File: config.mk
export PLATFORM = sky130hd
export DESIGN_NAME = arbitro_rr2
export DESIGN_NICKNAME = d
export VERILOG_FILES = /design/src/rtl/arb_pkg.sv /design/src/rtl/rr_grant2.sv /design/src/rtl/arbitro_rr2.sv
export SDC_FILE = /design/constraint.sdc
export NUM_CORES = 1
export LEC_CHECK = 0
export CORE_UTILIZATION = 30
export CTS_CLUSTER_DIAMETER = 80
export DETAILED_ROUTE_END_ITERATION = 10
export GPL_TIMING_DRIVEN = 0
export PLACE_DENSITY_LB_ADDON = 0.25
export SLEW_MARGIN = 20
export SYNTH_ARGS = -nofsm -noshare
export SYNTH_HDL_FRONTEND = slang
export SYNTH_SLANG_ARGS = --single-unit
File: constraint.sdc
create_clock -name clk8f -period 2.9 [get_ports clk8f]
set_clock_uncertainty 0.15 [all_clocks]
set_input_delay 0.58 -clock clk8f [delete_from_list [all_inputs] [get_ports clk8f]]
set_output_delay 0.58 -clock clk8f [all_outputs]
set_load 0.01 [all_outputs]
File: src/rtl/arb_pkg.sv
// Shared types and constants for the two-channel round-robin arbiter.
package arb_pkg;

    typedef enum logic [1:0] {
        IDLE   = 2'd0,
        ACTIVE = 2'd1,
        PAUSE  = 2'd2
    } arb_state_t;

    localparam logic CH0 = 1'b0;
    localparam logic CH1 = 1'b1;

    // Next FSM state from the current state, source occupancy, downstream
    // back-pressure and whether the read/capture pipeline is empty.
    function automatic arb_state_t next_state(
        input arb_state_t cur,
        input logic       any_data,
        input logic       afd,
        input logic       drained
    );
        arb_state_t nxt;
        nxt = cur;
        case (cur)
            IDLE: begin
                if (any_data) nxt = afd ? PAUSE : ACTIVE;
            end
            ACTIVE: begin
                if (afd)                       nxt = PAUSE;
                else if (!any_data && drained) nxt = IDLE;
            end
            PAUSE: begin
                if (!afd) nxt = any_data ? ACTIVE : IDLE;
            end
            default: nxt = IDLE;
        endcase
        return nxt;
    endfunction

endpackage

File: src/rtl/rr_grant2.sv
// Eligibility check and round-robin pick between two source FIFOs,
// plus the register remembering which channel was granted last.
module rr_grant2
    import arb_pkg::*;
(
    input  logic clk8f,
    input  logic reset,
    input  logic empty0,
    input  logic empty1,
    input  logic read0,
    input  logic read1,
    input  logic enable,
    output logic grant0,
    output logic grant1
);

    logic last_grant;
    logic elig0;
    logic elig1;

    // A channel just popped is skipped for one cycle so its empty flag can settle.
    always_comb begin
        elig0  = !empty0 && !read0;
        elig1  = !empty1 && !read1;
        grant0 = 1'b0;
        grant1 = 1'b0;
        if (enable) begin
            if (elig0 && elig1) begin
                if (last_grant == CH0) grant1 = 1'b1;
                else                   grant0 = 1'b1;
            end else if (elig0) begin
                grant0 = 1'b1;
            end else if (elig1) begin
                grant1 = 1'b1;
            end
        end
    end

    // Remember the most recent winner; reset favours channel 0 first.
    always_ff @(posedge clk8f) begin
        if (reset) begin
            last_grant <= CH1;
        end else if (grant0) begin
            last_grant <= CH0;
        end else if (grant1) begin
            last_grant <= CH1;
        end
    end

endmodule

File: src/rtl/arbitro_rr2.sv
// Two-channel round-robin arbiter draining two receive FIFOs into one
// downstream FIFO, tagging each byte with its source channel.
module arbitro_rr2
    import arb_pkg::*;
#(
    parameter int DATA_W = 8,
    parameter int CNT_W  = 8
) (
    input  logic              clk8f,
    input  logic              reset,
    input  logic              empty0,
    input  logic              empty1,
    input  logic [DATA_W-1:0] data0,
    input  logic [DATA_W-1:0] data1,
    input  logic              almost_full_dest,
    output logic              read0,
    output logic              read1,
    output logic [DATA_W-1:0] data_out,
    output logic              id_out,
    output logic              write_out,
    output logic              idle,
    output logic [CNT_W-1:0]  count0,
    output logic [CNT_W-1:0]  count1
);

    arb_state_t state;
    arb_state_t state_nxt;
    logic       grant0;
    logic       grant1;
    logic       rd_en;
    logic       b_valid;
    logic       b_id;

    // Reads are only launched while streaming and not back-pressured.
    always_comb begin
        rd_en     = (state == ACTIVE) && !almost_full_dest;
        state_nxt = next_state(state, !(empty0 && empty1), almost_full_dest,
                               !(read0 || read1 || b_valid));
    end

    rr_grant2 u_grant (
        .clk8f  (clk8f),
        .reset  (reset),
        .empty0 (empty0),
        .empty1 (empty1),
        .read0  (read0),
        .read1  (read1),
        .enable (rd_en),
        .grant0 (grant0),
        .grant1 (grant1)
    );

    // FSM, read strobes, capture/write pipeline and per-channel counters.
    // Source data is valid the cycle after the pop, so stage B holds only
    // the channel tag and the byte is taken straight into data_out.
    always_ff @(posedge clk8f) begin
        if (reset) begin
            state     <= IDLE;
            read0     <= 1'b0;
            read1     <= 1'b0;
            b_valid   <= 1'b0;
            b_id      <= CH0;
            write_out <= 1'b0;
            data_out  <= '0;
            id_out    <= CH0;
            count0    <= '0;
            count1    <= '0;
            idle      <= 1'b1;
        end else begin
            state     <= state_nxt;
            read0     <= grant0;
            read1     <= grant1;
            b_valid   <= read0 || read1;
            b_id      <= read1 ? CH1 : CH0;
            write_out <= b_valid;
            if (b_valid) begin
                data_out <= (b_id == CH1) ? data1 : data0;
                id_out   <= b_id;
                if (b_id == CH1) count1 <= count1 + CNT_W'(1);
                else             count0 <= count0 + CNT_W'(1);
            end
            idle <= (state_nxt == IDLE) && !(read0 || read1) && !b_valid;
        end
    end

endmodule
==> reports/metrics.cfg, run 1 <==
[sta]
setup_violations = 0
final.setup.tns_ps = 0
clock.fmax_ghz = 0.490
slew_violations = 0
period_share_pct = 70.4
holdWs_ps = 332
tightest_slew_ps = 462
hold_viol = 0
grt_setup_unrepaired = no
maxSlewHeadroom_pct = 69.2
fin_crit_ps = 2040

[grt]
grt_pass1_wl_microns = 5530
grt_pass1_vias = 1206
gr-total-overflow = 0
grt_max_degree = 11
antenna_found_initial = 0
grt_use_total_pct = 14.0

[power_and_ir_drop]
p_leak_nw = 0.710
pwr_density_cell_nw_per_um2 = 418
max-vdd-ir-drop_uv = 194
total_power_mw = 0.868

[route]
drtIter0Drc = 28
routedWlPerCell_microns = 12.6
vias = 1337
firstDrtPassIters = 4
viasPerCell = 5.08
routed_wl_microns = 3310
antenna_left = 0
route.detailed.drc = 0

[worst_hold_path]
min_path_cells = 2
whs_endpoint = id_out
hp-start = id_out
hp-class = reg2reg

[synth]
syn_area_sq_um = 1460
synth_async_sr_flop_share_pct = 0
yosysSeqAreaShare_pct = 46.8
syn-num-nets = 179
synth-main-ff-cell = dfxtp_1
ys_warn_count = 0
synth_area_leaders = dfxtp_1 47%, mux2i_1 6.2%, nor2_1 5.2%
synth_cells = 156
synth-seq-cells = 34
synth-edff-count = 0
ys_types = 34
yosysTopAreaCell = dfxtp_1
synth_top_area_share_pct = 46.8
synth_area_per_cell_sq_um = 9.33

[worst_setup_path]
slowest_stage = clkdlybuf4s50_1
path_depth = 1
worst_r2r_path_depth = 4
max_stage_delay_ps = 580
reg2reg_to = count0[6]
crit_family = buffers and inverters
path_cells = clkdlybuf4s50_1
cp.required_ps = 2170
end_kind = primary output
cp_num_buf_inv = 1
cp-start-kind = register
regToRegSetupSlack_ps = 1360
cp.arrival_ps = 1310
worstReg2RegStart = count0[0]
path_class = reg2out
worst-path-max-fanout = 4

[placement]
placedCellCount = 256
placed_area_sq_um = 2000
dp_hpwl_microns = 2360
gp_congestion = 0.696
numPortBuffers = 48

[clock_tree]
cts.sink_count = 34
clockBufferDepth = 2
cts_tree = done
path_clk_slew_ps = 60
insertion_delay_ps = 280
cts-resized-gates = 0
cts_buffers = 5
h-tree-depth = 2
root_buffer = clkbuf_8
post_cts_buffers = 0
cts_hold_buf = 0

[die]
io_pins = 50
core_region_area_sq_um = 4500
initial_core_util_pct = 32.3
fp.dieH_microns = 71.6
dieArea_sq_um = 5130
rows = 24
dieWidth_microns = 71.6

[layout]
fin_nets = 234
most-common-layout-cells = 48 x clkdlybuf4s50_1, 34 x dfxtp_1, 20 x nor2_1, 12 x a21oi_1
layout-drive-gt1-share_pct = 5.69
finalInstanceArea_sq_um = 2080
areaGrowthSynthToFinish_pct = 42.7
antennaDiodeCount = 0
layout_commonest_cell = clkdlybuf4s50_1
stdcell_count = 263

[run_status]
status = complete, no violations

[run]
maxCapViolCount = 0

[where the power goes]
part	switching [mW]	leakage [nW]	internal [mW]	total [mW]
Clock	0.162	0.0383	0.165	0.327
Combinational	0.0251	0.397	0.0389	0.0640
Sequential	0.00466	0.275	0.473	0.477
[per-stage QoR]
stage / utilization (%) / setup slack [ps]
global placement: 44.4 / 857
finish: 46.1 / 859
global route: 46.1 / 801
floorplan: - / 1410
CTS: 46.1 / 844
detailed placement: 44.4 / 845
[logic make-up (layout without fill, tap and decap cells)]
kind of cell             Yosys count  after routing  synth area share (%)
AND/OR/NAND/NOR                   60             60                  22.4
AO/OA/AOI/OAI                     34             34                  15.3
flip-flops                        34             34                  46.8
multiplexers                      11             11                  7.74
buffers and inverters             11             66                  3.70
XOR/XNOR                           4              4                  2.41
adder cells (fa/ha/maj)            2              2                  1.72
[synth_stat cells, types with 5 or more instances]
| cell | number |
|---|---|
| clkbuf_1 | 6 |
| or4_1 | 5 |
| a21oi_1 | 12 |
| nor2b_1 | 5 |
| dfxtp_1 | 34 |
| o31ai_1 | 5 |
| mux2i_1 | 9 |
| nand2_1 | 9 |
| a211oi_1 | 8 |
| nor2_1 | 20 |
[state kept, by name, summed over array words and instances, names as in the netlist]
| register | flops |
|---|---|
| count0 | 8 |
| count1 | 8 |
| data_out | 8 |
| state | 2 |
| b_id | 1 |
| b_valid | 1 |
| id_out | 1 |
| idle | 1 |
| read0 | 1 |
| read1 | 1 |
| u_grant.last_grant | 1 |
| write_out | 1 |
[cell type report]
cell class              count  area, sq um
plain buffers               9         46.3
well taps                  52         65.1
flip-flops and latches     34          681
inverters                   2         7.51
clock buffers               7         76.3
multi-input cells         111          721
repair buffers             48          480
fillers                   442         2430
[metal layers]
metal	routed length, microns	vias to the layer above	global-route usage [%]
met2	1360	39	20.0
li1	-	686	-
met3	246	6	6.75
met5	0	-	0
met1	1650	606	18.2
met4	49	0	5.23
[worst max-delay path by stage]
stage	to	start	slack (ps)
global route	count0[2]	count0[2]	800
finish	count0[2]	count0[2]	860
floorplan	count0[6]	count0[0]	1410
detailed placement	u_grant.last_grant	almost_full_dest	840
CTS	count0[2]	count0[2]	840
global placement	u_grant.last_grant	almost_full_dest	860
Note: power is estimated with default switching activity, not from simulation.
==> run 2, diff against run 1 <==
==> constraint.sdc (replaced) <==
create_clock -name clk8f -period 2.05 [get_ports clk8f]
set_clock_uncertainty 0.15 [all_clocks]
set_input_delay 0.41 -clock clk8f [delete_from_list [all_inputs] [get_ports clk8f]]
set_output_delay 0.41 -clock clk8f [all_outputs]
set_load 0.01 [all_outputs]
==> results of run 2 <==
Same layout as run 1 (identical final DEF). Status: complete, no violations.
Main changes from that run: setup slack after placement 845 ps -> 165 ps; setup slack after layout 859 ps -> 179 ps; register-to-register setup slack 1360 ps -> 510 ps; total power 0.868 mW -> 1.23 mW; worst IR drop on VDD 194 uV -> 275 uV
==> run 3, diff against run 2 <==
==> constraint.sdc (replaced) <==
create_clock -name clk8f -period 1.95 [get_ports clk8f]
set_clock_uncertainty 0.15 [all_clocks]
set_input_delay 0.39 -clock clk8f [delete_from_list [all_inputs] [get_ports clk8f]]
set_output_delay 0.39 -clock clk8f [all_outputs]
set_load 0.01 [all_outputs]
==> results of run 3 <==
Same layout as run 1 (identical final DEF). Status: complete, no violations.
Main changes from that run: setup slack after placement 845 ps -> 84.9 ps; setup slack after layout 859 ps -> 98.7 ps; register-to-register setup slack 1360 ps -> 410 ps; total power 0.868 mW -> 1.29 mW; worst IR drop on VDD 194 uV -> 289 uV
